===== config.mk =====
export PLATFORM = sky130hd
export DESIGN_NAME = idex_stage
export DESIGN_NICKNAME = d
export VERILOG_FILES = /design/src/rtl/idex_stage.sv
export SDC_FILE = /design/constraint.sdc
export NUM_CORES = 1
export LEC_CHECK = 0
export ABC_CLOCK_PERIOD_IN_PS = 2700
export CAP_MARGIN = 20
export CORE_ASPECT_RATIO = 1.75
export CORE_MARGIN = 5
export CORE_UTILIZATION = 45
export CTS_BUF_LIST = sky130_fd_sc_hd__clkbuf_8
export CTS_CLUSTER_SIZE = 25
export DETAILED_ROUTE_END_ITERATION = 16
export PLACE_DENSITY = 0.76
export SYNTH_ARGS = -nofsm -noshare
export SYNTH_HDL_FRONTEND = slang
export SYNTH_SLANG_ARGS = --single-unit

===== constraint.sdc =====
create_clock -name CLK -period 2.7 [get_ports CLK]
set_input_delay 0.54 -clock CLK [delete_from_list [all_inputs] [get_ports CLK]]
set_output_delay 0.54 -clock CLK [all_outputs]
set_load 0.01 [all_outputs]

===== src/rtl/idex_stage.sv =====
// ---------------------------------------------------------------------------
// idex_stage
//
// Flow-controlled ID/EX pipeline stage. It sits between decode and the
// ALU/execute stage and carries the decode payload (PC, both register
// operands, the load/store/jal address, the auipc/lui immediate and the two
// ALU source selects).
//
// A two-entry skid buffer is used so that InReady comes straight from a
// register. This means there is no combinational path from OutReady to
// InReady.
//
// Other features:
//   - A synchronous flush discards all held entries.
//   - When BUBBLE_ZERO is set, the output data is cleared whenever the
//     stage goes empty.
//   - A saturating counter records the number of stalled cycles.
//
// Ports
//   CLK, RSTn           clock (rising edge) and asynchronous active-low reset
//   Flush               synchronous flush; next state is empty
//   InValid / InReady   upstream handshake (InReady is registered)
//   In*                 decode payload
//   OutValid / OutReady downstream handshake
//   PC .. ALUSourceB    registered payload presented to execute
//   StallCount          cycles with OutValid && !OutReady, saturating
// ---------------------------------------------------------------------------
module idex_stage #(
    parameter int XLEN        = 32,
    parameter int SRCA_W      = 2,
    parameter int SRCB_W      = 3,
    parameter int CNT_W       = 16,
    parameter int BUBBLE_ZERO = 1
) (
    input  logic              CLK,
    input  logic              RSTn,
    input  logic              Flush,
    input  logic              InValid,
    output logic              InReady,
    input  logic [XLEN-1:0]   InPC,
    input  logic [XLEN-1:0]   Inrs1val,
    input  logic [XLEN-1:0]   Inrs2val,
    input  logic [XLEN-1:0]   InLoadStoreOrjalAddress,
    input  logic [XLEN-1:0]   InauipcOrlui,
    input  logic [SRCA_W-1:0] InALUSourceA,
    input  logic [SRCB_W-1:0] InALUSourceB,
    output logic              OutValid,
    input  logic              OutReady,
    output logic [XLEN-1:0]   PC,
    output logic [XLEN-1:0]   rs1val,
    output logic [XLEN-1:0]   rs2val,
    output logic [XLEN-1:0]   LoadStoreOrjalAddress,
    output logic [XLEN-1:0]   auipcOrlui,
    output logic [SRCA_W-1:0] ALUSourceA,
    output logic [SRCB_W-1:0] ALUSourceB,
    output logic [CNT_W-1:0]  StallCount
);

    localparam int PW = 5 * XLEN + SRCA_W + SRCB_W;

    // Bit 0 of the state encoding is the main-register valid bit (mv).
    // Bit 1 is the skid-register valid bit (sv).
    // The encoding 2'b10 (skid valid with main empty) is unreachable.
    typedef enum logic [1:0] {
        EMPTY = 2'b00,
        ONE   = 2'b01,
        FULL  = 2'b11
    } state_e;

    state_e           state_q, state_d;
    logic [PW-1:0]    main_q, main_d;
    logic [PW-1:0]    skid_q, skid_d;
    logic [CNT_W-1:0] stallCnt_q, stallCnt_d;

    logic [PW-1:0] inPayload;
    logic          mainValid;
    logic          skidValid;
    logic          accept;
    logic          drain;

    assign inPayload = {InPC, Inrs1val, Inrs2val, InLoadStoreOrjalAddress,
                        InauipcOrlui, InALUSourceA, InALUSourceB};

    assign mainValid = state_q[0];
    assign skidValid = state_q[1];
    assign InReady   = ~skidValid;
    assign OutValid  = mainValid;
    assign accept    = InValid & ~skidValid;
    assign drain     = mainValid & OutReady;

    assign {PC, rs1val, rs2val, LoadStoreOrjalAddress, auipcOrlui,
            ALUSourceA, ALUSourceB} = main_q;
    assign StallCount = stallCnt_q;

    // Next-state logic for the skid buffer.
    // Flush overrides both the state and the main data.
    // Skid data is left untouched by a flush: it is never visible on the
    // outputs, and it is overwritten before it can be promoted to main.
    always_comb begin
        state_d = state_q;
        main_d  = main_q;
        skid_d  = skid_q;
        unique case (state_q)
            EMPTY: begin
                if (accept) begin
                    main_d  = inPayload;
                    state_d = ONE;
                end
            end
            ONE: begin
                if (accept && drain) begin
                    main_d = inPayload;
                end else if (accept) begin
                    skid_d  = inPayload;
                    state_d = FULL;
                end else if (drain) begin
                    state_d = EMPTY;
                    if (BUBBLE_ZERO != 0) begin
                        main_d = '0;
                    end
                end
            end
            FULL: begin
                if (drain) begin
                    main_d  = skid_q;
                    state_d = ONE;
                end
            end
            default: begin
                state_d = EMPTY;
            end
        endcase
        if (Flush) begin
            state_d = EMPTY;
            if (BUBBLE_ZERO != 0) begin
                main_d = '0;
            end
        end
    end

    // The stall counter saturates at all-ones rather than wrapping.
    always_comb begin
        stallCnt_d = stallCnt_q;
        if (mainValid && !OutReady && (stallCnt_q != {CNT_W{1'b1}})) begin
            stallCnt_d = stallCnt_q + 1'b1;
        end
    end

    always_ff @(posedge CLK or negedge RSTn) begin
        if (!RSTn) begin
            state_q    <= EMPTY;
            main_q     <= '0;
            skid_q     <= '0;
            stallCnt_q <= '0;
        end else begin
            state_q    <= state_d;
            main_q     <= main_d;
            skid_q     <= skid_d;
            stallCnt_q <= stallCnt_d;
        end
    end

endmodule


==> flow_summary.ini <==
[synth]
synth_nets = 1377
ys_types = 37
syn_area_sq_um = 15700
yosysSeqAreaShare_pct = 55.6
ys_ff_latch = 348
syn_inst = 1202
yosys_warnings = 0
syn_avg_cell_area_sq_um = 13.0

[clocking]
ctsRootBufferMaster = clkbuf_8
clk_pin_slew_worst_paths_ps = 70
clock_path_buffers = 3
cts_sinks = 348
ctsHtreeMaxLevel = 2
cts_tree = built
ctsResizeCount = 0
cts_setup_buffers = 0
clock_latency_ps = 570
cts_made_buffers = 50

[outcome]
status = finished, final reports clean

[finish]
seqCellArea_sq_um = 8710
fin_util_pct = 60.1
layout_common_cells = clkdlybuf4s50_1, dfrtp_1, mux2_2, nor3_1, nor2_1
multi_input_area_sq_um = 6320
nFillCells = 2809
syn_to_final_growth_pct = 32.2
fin_nets = 1711
drive_gt1_share_pct = 28.4
layout_commonest_cell = clkdlybuf4s50_1

[floorplan]
die_h_um = 257
start_util_pct = 45.5
core_sq_um = 34500
dieArea_sq_um = 38800
chipWidth_um = 151
pin_count = 353
rows = 90

[detailed_routing]
vias = 11600
routed_wl_um = 44200
drc = 0
antenna_left = 0
wl_per_cell_um = 21.7
vias_per_cell = 5.69
drt-pass1-iter-count = 6
drt_iter0_drc = 427

[global_routing]
grt_max_degree = 88
grt_pass1_vias = 12500
grt.overflow.total = 0
grt_first_pass_wirelength_um = 69600
grt_antenna_before_repair = 6
grt_usage_pct = 22.5

[critical_path]
critical_path.endpoint_type = flop
cp.arrival_ps = 2950
crit_fanout = 50
path_class = flop to flop
start_kind = flop
crit_required_ps = 3170

[sta]
min_period_ps = 2480
tightest_slew_ps = 650
finalMaxSlewViolations = 0
hold_violations = 0
fmax_mhz = 403
finalSetupTns_ps = 0
finalCritPeriodShare_pct = 92.0
grt_setup_unrepaired = false
slew_headroom_pct = 56.7
setup_viol = 0
clock_skew_ps = 13.6

[placement]
hpwl_um = 29800
numPortBuffers = 352
place_congestion = 0.817

[power]
power.share.combinational_pct = 46.1
p_seq_share_pct = 37.3
power_switching_uw = 9480
leakage_uw = 0.00867
p_int_uw = 15600
vdd_drop_max_v = 0.000769
p_per_area_nw_per_um2 = 1210
p_clk_share_pct = 16.6
switching_share_pct = 37.8

[job]
maxCapViolations = 0

[min_path]
hp-class = input port to flop
[per-stage QoR]
step,hold WS (ps),cells,setup WS [ps],instance area (sq um),power [uW]
after floorplan,244,1202,712,15700,16300
after global placement,481,1943,236,19700,20700
after detailed placement,493,1943,162,19700,21100
after CTS,470,2032,209,20700,25300
after global routing,479,2038,43.5,20700,26700
final,490,2038,217,20700,25100
[kinds of logic after synthesis]
| kind of cell | synth area share, % |
|---|---|
| simple gates | 10.7 |
| flops | 55.6 |
| compound gates | 16.1 |
| mux | 12.1 |
| buf+inv | 4.46 |
| xor+xnor | 0.615 |
| fa+ha+maj | 0.399 |
[area by class of cell]
class                      instances  area share [%]
clock buffer                      66            4.38
tap                              460            2.78
antenna                            6          0.0725
timing repair buffer             393            19.7
inverter                           3          0.0544
sequential                       348            42.0
clock inverter                    22           0.471
multi-input combinational        740            30.5
[cells in the mapped netlist]
master,count,share of area [%]
dfrtp_1,348,56
mux2_2,168,12
nor2_1,167,4.0
nor3_1,167,5.3
a221oi_2,150,14
buf_2,46,1.5
clkbuf_1,25,0.60
buf_6,23,1.7
a221oi_1,15,0.84
buf_4,11,0.53
xnor2_1,11,0.61
nand3_1,9,0.29
buf_1,6,0.14
nand2_1,6,0.14
nand4_1,6,0.24
and3_1,5,0.20
ha_1,5,0.40
a21oi_1,4,0.13
o21ai_0,4,0.13
and2_1,3,0.12
or2_2,3,0.12
inv_1,2,0.048
nand2b_1,2,0.080
o21a_1,2,0.096
o32ai_1,2,0.11
a211o_1,1,0.056
a211oi_2,1,0.080
a22o_1,1,0.056
a2bb2oi_1,1,0.056
a41oi_1,1,0.056
and4_1,1,0.056
inv_2,1,0.024
nand2b_4,1,0.088
nor2b_1,1,0.040
o2111ai_1,1,0.056
o32ai_2,1,0.10
or3_1,1,0.040
[sequential cells by signal, indices dropped and copies added (netlist names)]
name	count
skid_q	165
state_q	2
main_q	165
StallCount	16
[power by group through the flow]
stage	sequential (uW)	combinational (uW)	clock [uW]
after floorplan	9590	6740	0
after global placement	9300	11400	0
after detailed placement	9420	11700	0
after CTS	9350	11700	4270
after global routing	9630	12600	4500
final	9370	11600	4160
[layer usage]
metal | wire length (um) | part of all wire (%) | up-vias | GRT usage (%)
li1 | - | - | 5161 | -
met1 | 15900 | 36 | 5943 | 25.7
met2 | 23500 | 53 | 367 | 39.1
met3 | 2330 | 5.3 | 120 | 4.30
met4 | 2410 | 5.5 | 0 | 12.1
met5 | 0 | 0 | - | 0
[path summary, 6_finish.rpt]
| path | slack [ps] | startpoint | to | cells past startpoint |
|---|---|---|---|---|
| worst max register to register | 220 | state_q[1]$_DFFE_PN0P_ | main_q[14]$_DFFE_PN0P_ | 7 |
| worst min register to register | 510 | skid_q[104]$_DFFE_PN0P_ | skid_q[104]$_DFFE_PN0P_ | 1 |
| worst max-delay path | 220 | state_q[1]$_DFFE_PN0P_ | main_q[14]$_DFFE_PN0P_ | 7 |
| max in group asynchronous | 1380 | RSTn | skid_q[79]$_DFFE_PN0P_ | 3 |
| min in group asynchronous | 500 | RSTn | main_q[12]$_DFFE_PN0P_ | 2 |
| worst min-delay path | 490 | Flush | main_q[34]$_DFFE_PN0P_ | 2 |
[worst max-delay path, cell delays in order, from the launching register on]
cell and delay [ps]:
dfrtp_1 460, inv_1 160, ha_1 390, a2bb2oi_1 280, a211o_4 370, buf_12 340
a221oi_2 60, nor3_1 230
[repair_timing]
action,4_1_cts,5_1_grt
setup endpoints to repair,0,0
hold endpoints to repair,52,0
hold buffers,1,0
(Power assumes the default switching activity.)
==> RTL edit 1: new RTL, same flow settings <==
The parameter `BUBBLE_ZERO` goes from 1 to 0.
--- a/src/rtl/idex_stage.sv
+++ b/src/rtl/idex_stage.sv
@@ -30,7 +30,7 @@
     parameter int SRCA_W      = 2,
     parameter int SRCB_W      = 3,
     parameter int CNT_W       = 16,
-    parameter int BUBBLE_ZERO = 1
+    parameter int BUBBLE_ZERO = 0
 ) (
     input  logic              CLK,
     input  logic              RSTn,
Check against the original RTL: not settled (the Yosys comparison gave no result); the edit may change what the design does.
==> RTL edit 1 against the unedited design <==
  * Sequential cell count did not move
  * First-iteration DRC count fell by 39%
  * Final area fell by 5.2%
  * Area after synthesis fell by 5.8%
  * Sequential power fell by 0.7%
  * Synthesized cell count fell by 4.2%
  * Setup slack improved by 0.14 ns
  * Power fell by 12%
  * Routed wire length fell by 17%
  * Non-clock buffer count fell by 8
  * Largest cell class unchanged
  * Largest power group is now registers
==> RTL edit 1: results (changes against the unedited design) <==
Power
  • P_leak: 8.14 nW (was 8.67 nW)
  • VDD IR-drop max: 652 uV (was 769 uV)

Synth
  • Commonest cells in the netlist: dfrtp_1, nand2_1, mux2_2, mux2i_1, o21ai_1 (was dfrtp_1, mux2_2, nor2_1, nor3_1, a221oi_2)
  • Compound-Gate Fraction of Synth Area: 5.92% (was 16.1%)
  • Synth Area in Adders: 0.593% (was 0.399%)
  • Avg Inst Size Synth: 12.8 um^2 (was 13.0 um^2)
  • Syn_nets: 1328 (was 1377)
  • Synth Area in XOR/XNOR: 0.890% (was 0.615%)
  • Mux cell area share after synthesis: 24.1% (was 12.1%)
  • Sequential element share of the synthesized area: 59.0% (was 55.6%)
  • Post-synthesis cell type count: 34 (was 37)

Outcome
  • Outcome: finished, final reports clean (unchanged)

Drt
  • DRT iter0 DRCs: 259 (was 427)
  • Detailed-route via count: 10009 (was 11591)
  • Pre-antenna DRT Iters: 4 (was 6)
  • Average wire per standard cell: 18.9 um (was 21.7 um)

GRT
  • Vias in the first global route: 10655 (was 12516)
  • Initial antenna violation count: 4 (was 6)

Setup path
  • Slowest CP cell: clkdlybuf4s50_1 (was dfrtp_1)
  • Top delay family on crit path: buffers and inverters (was compound AO/OA/AOI/OAI gates)
  • Max FO, Critical Path: 8 (was 50)
  • R2R Setup Slk: 0.66 ns (was 0.22 ns)
  • CP peak stage delay: 0.57 ns (was 0.46 ns)

Clock network
  • Num CTS Buffers: 49 (was 50)

Finish
  • Total Nets Final: 1691 (was 1711)
  • FILL cells: 2635 (was 2809)

STA
  • Worst Skew: 0.0204 ns (was 0.0136 ns)
  • Rel. slew slack: 61.8% (was 56.7%)

Min path
  • HP Class: reg2reg (was in2reg)
  • Worst hold path startpoint: main_q[11] (was Flush)
## RTL edit 1: cell count changes in the layout (fill, tap and decap cells not counted), sizes merged, moves of 9 or more
cell	before	now
mux2i	0	166
nand2	6	173
buf	42	33
nor2	167	3
nor3	167	1
a221oi	165	0
o21ai	4	166
## RTL edit 1: area by class of cell
| cell class | count | share of cell area (%) |
|---|---|---|
| Multi-Input combinational cell | 728 | 28.3 |
| Sequential cell | 348 | 44.3 |
| Clock inverter | 24 | 0.478 |
| Inverter | 2 | 0.0382 |
| Antenna cell | 3 | 0.0382 |
| Timing Repair Buffer | 385 | 20.2 |
| Tap cell | 400 | 2.55 |
| Clock buffer | 58 | 4.06 |
## RTL edit 1: final timing paths
| path | endpoint | cells past startpoint |
|---|---|---|
| worst max-delay path | InReady | 2 |
| worst min register to register | main_q[11] | 2 |
| max in group asynchronous | main_q[59] | 3 |
| worst min-delay path | main_q[11] | 2 |
| worst max register to register | main_q[161] | 8 |
| min in group asynchronous | StallCount[3] | 2 |
## RTL edit 1: metrics by stage
step	power (mW)	util, %	instance area [um^2]	hold WS [ns]	setup slack, ns
global route	23.5	60.8	19600	0.505	0.251
finish	22.0	60.8	19600	0.481	0.357
CTS	22.4	60.7	19600	0.485	0.282
global placement	18.1	58.0	18700	0.460	0.413
floorplan	14.1	-	14800	0.244	0.933
detailed placement	18.5	58.0	18700	0.471	0.373
## RTL edit 1: what timing repair did
item                                   CTS  global route
resized for setup                        0             0
endpoints found under the hold margin   54             0
hold buffers                             1             0
setup endpoints to repair                0             0
## RTL edit 1: metal layers
| metal | track usage [%] | routed length, um | vias up | part of all wire (%) |
|---|---|---|---|---|
| met5 | 0 | 13 | - | 0.035 |
| li1 | - | - | 4737 | - |
| met1 | 20.6 | 13000 | 4913 | 35 |
| met2 | 36.9 | 20100 | 273 | 55 |
| met3 | 4.95 | 2190 | 84 | 6.0 |
| met4 | 8.10 | 1410 | 2 | 3.8 |
## RTL edit 1: kinds of logic after synthesis
family,count (synthesis)
and+or+nand+nor,201
DFF,348
xor gates and xnor gates,15
buffers and inverters,75
AOI/OAI and AO/OA,171
adders and majority gates,7
muxes,334
## RTL edit 1: power breakdown
| group | leakage (nW) | total [mW] | internal [mW] | switching [mW] |
|---|---|---|---|---|
| Sequential | 4.21 | 9.30 | 7.81 | 1.49 |
| Combinational | 3.38 | 8.92 | 4.88 | 4.04 |
| Clock | 0.541 | 3.81 | 1.93 | 1.88 |
| Total | 8.14 | 22.0 | 14.6 | 7.40 |
## RTL edit 1: worst register-to-register path, stage by stage, from the launching register on
cell and delay, ns:
dfrtp_1 0.51, inv_1 0.15, ha_1 0.24, a22oi_2 0.24, nand3b_4 0.13, buf_12 0.19, buf_12 0.22, nand2_1 0.12
o21ai_0 0.09
==> RTL edit 2: new RTL, config.mk and constraints unchanged <==
Without the edit above. Put one more register stage on the output `StallCount`, with the module's reset. The value now appears one clock later. The other outputs are not delayed to match. Comments in the files are not updated.
--- a/src/rtl/idex_stage.sv
+++ b/src/rtl/idex_stage.sv
@@ -90,7 +90,13 @@
 
     assign {PC, rs1val, rs2val, LoadStoreOrjalAddress, auipcOrlui,
             ALUSourceA, ALUSourceB} = main_q;
-    assign StallCount = stallCnt_q;
+    always_ff @(posedge CLK or negedge RSTn) begin
+        if (!RSTn) begin
+            StallCount <= '0;
+        end else begin
+            StallCount <= stallCnt_q;
+        end
+    end
 
     // Next-state logic for the skid buffer.
     // Flush overrides both the state and the main data.
Check against the original RTL: not settled (the Yosys comparison gave no result); the edit may change what the design does.
==> RTL edit 2 against the unedited design <==
  * Clock skew increased by 0.0051 ns
  * Final area is 3.9% higher
  * Area after synthesis rose by 3.0%
  * Sequential cell count increased by 16
  * Global-route usage down 0.11 points
  * Synthesized cell count increased by 1.3%
  * Sequential power grew 3.2%
  * Clock power grew 11%
  * Routed wire length up 3.0%
  * Power increased by 5.0%
  * Setup slack got worse by 0.064 ns
  * Critical endpoint is now main_q[127]
  * Largest power group unchanged
==> RTL edit 2: results (changes against the unedited design) <==
Outcome
  • Outcome: finished, final reports clean (unchanged)

Synth
  • Mux cell area share after synthesis: 11.7% (was 12.1%)
  • Synth Instances: 1218 (was 1202)
  • Sequential element share of the synthesized area: 56.4% (was 55.6%)
  • Post-synthesis cell type count: 38 (was 37)
  • Syn_nets: 1393 (was 1377)
  • Compound-Gate Fraction of Synth Area: 15.7% (was 16.1%)
  • Commonest cells in the netlist: dfrtp_1, mux2_2, nor2_1, a221oi_2, nor3_1 (was dfrtp_1, mux2_2, nor2_1, nor3_1, a221oi_2)
  • Synth Area in XOR/XNOR: 0.597% (was 0.615%)
  • Top post-synthesis cells by area: dfrtp_1, a221oi_2, mux2_2 (unchanged)
  • Synth Area in Adders: 0.387% (was 0.399%)

GRT
  • Met3 Use GR: 4.16% (was 4.30%)
  • Total track usage: 22.4% (was 22.5%)
  • First-pass GRT wire length: 71.7 mm (was 69.6 mm)
  • Met2 Track Usage GR: 40.0% (was 39.1%)
  • Initial antenna violation count: 4 (was 6)
  • Met1 usage: 25.2% (was 25.7%)
  • Largest net degree at the start of global routing: 94 (was 88)

Finish
  • FILL cells: 2818 (was 2809)
  • Total Nets Final: 1745 (was 1711)
  • Proportion of layout cells with a drive suffix above 1: 30.2% (was 28.4%)

Setup path
  • CP endpoint: main_q[127] (was main_q[14])
  • R2R Setup Slk: 0.15 ns (was 0.22 ns)
  • Top delay family on crit path: buffers and inverters (was compound AO/OA/AOI/OAI gates)
  • Cells on worst reg2reg path: 8 (was 7)
  • Crit path DAT: 3.04 ns (was 2.95 ns)
  • Max FO, Critical Path: 40 (was 50)

STA
  • Rel. slew slack: 46.2% (was 56.7%)
  • Period utilization: 94.3% (was 92.0%)
  • Worst Skew: 0.0187 ns (was 0.0136 ns)
  • Minimum hold slack: 0.425 ns (was 0.490 ns)

Drt
  • DR WL met2: 24.6 mm (was 23.5 mm)
  • Detailed Route WL: 45.5 mm (was 44.2 mm)

Min path
  • Worst hold path startpoint: stallCnt_q[8] (was Flush)
  • Worst Hold Depth: 0 (was 2)
  • HP Class: reg2reg (was in2reg)

Place
  • Dpl cells: 1975 (was 1943)
  • Routability-driven placement congestion ratio: 0.801 (was 0.817)

Power
  • VDD IR-drop max: 628 uV (was 769 uV)

Clock network
  • Num CTS Buffers: 52 (was 50)
==> RTL edit 2: cell types whose count changed in the layout (fill, tap and decap cells not counted), moves of 3 or more <==
cell / change
buf_4: +9
nor3_2: +19
bufinv_16: +3
dfrtp_1: +16
buf_12: +6
nor3_1: -19
==> RTL edit 2: final cells by class <==
cell class	count	area (um^2)	area share, %
diodes	4	10.0	0.0465
clock buffers	67	922	4.28
clock inverters	27	201	0.936
inverters	3	11.3	0.0523
multi-input cells	740	6410	29.8
flip-flops and latches	364	9110	42.3
well taps	465	582	2.70
repair buffers	409	4290	19.9
==> RTL edit 2: timing repair <==
item / CTS / global route
buffers inserted: 0 / 5
endpoints found under the setup margin: 0 / 15
hold buffers: 1 / 0
hold endpoints to repair: 44 / 0
==> RTL edit 2: power by group <==
part	leakage [nW]	internal, mW	total [mW]	switching, mW
registers	4.58	7.96	9.67	1.71
logic	3.86	6.03	12.1	6.04
clock network	0.625	2.52	4.62	2.11
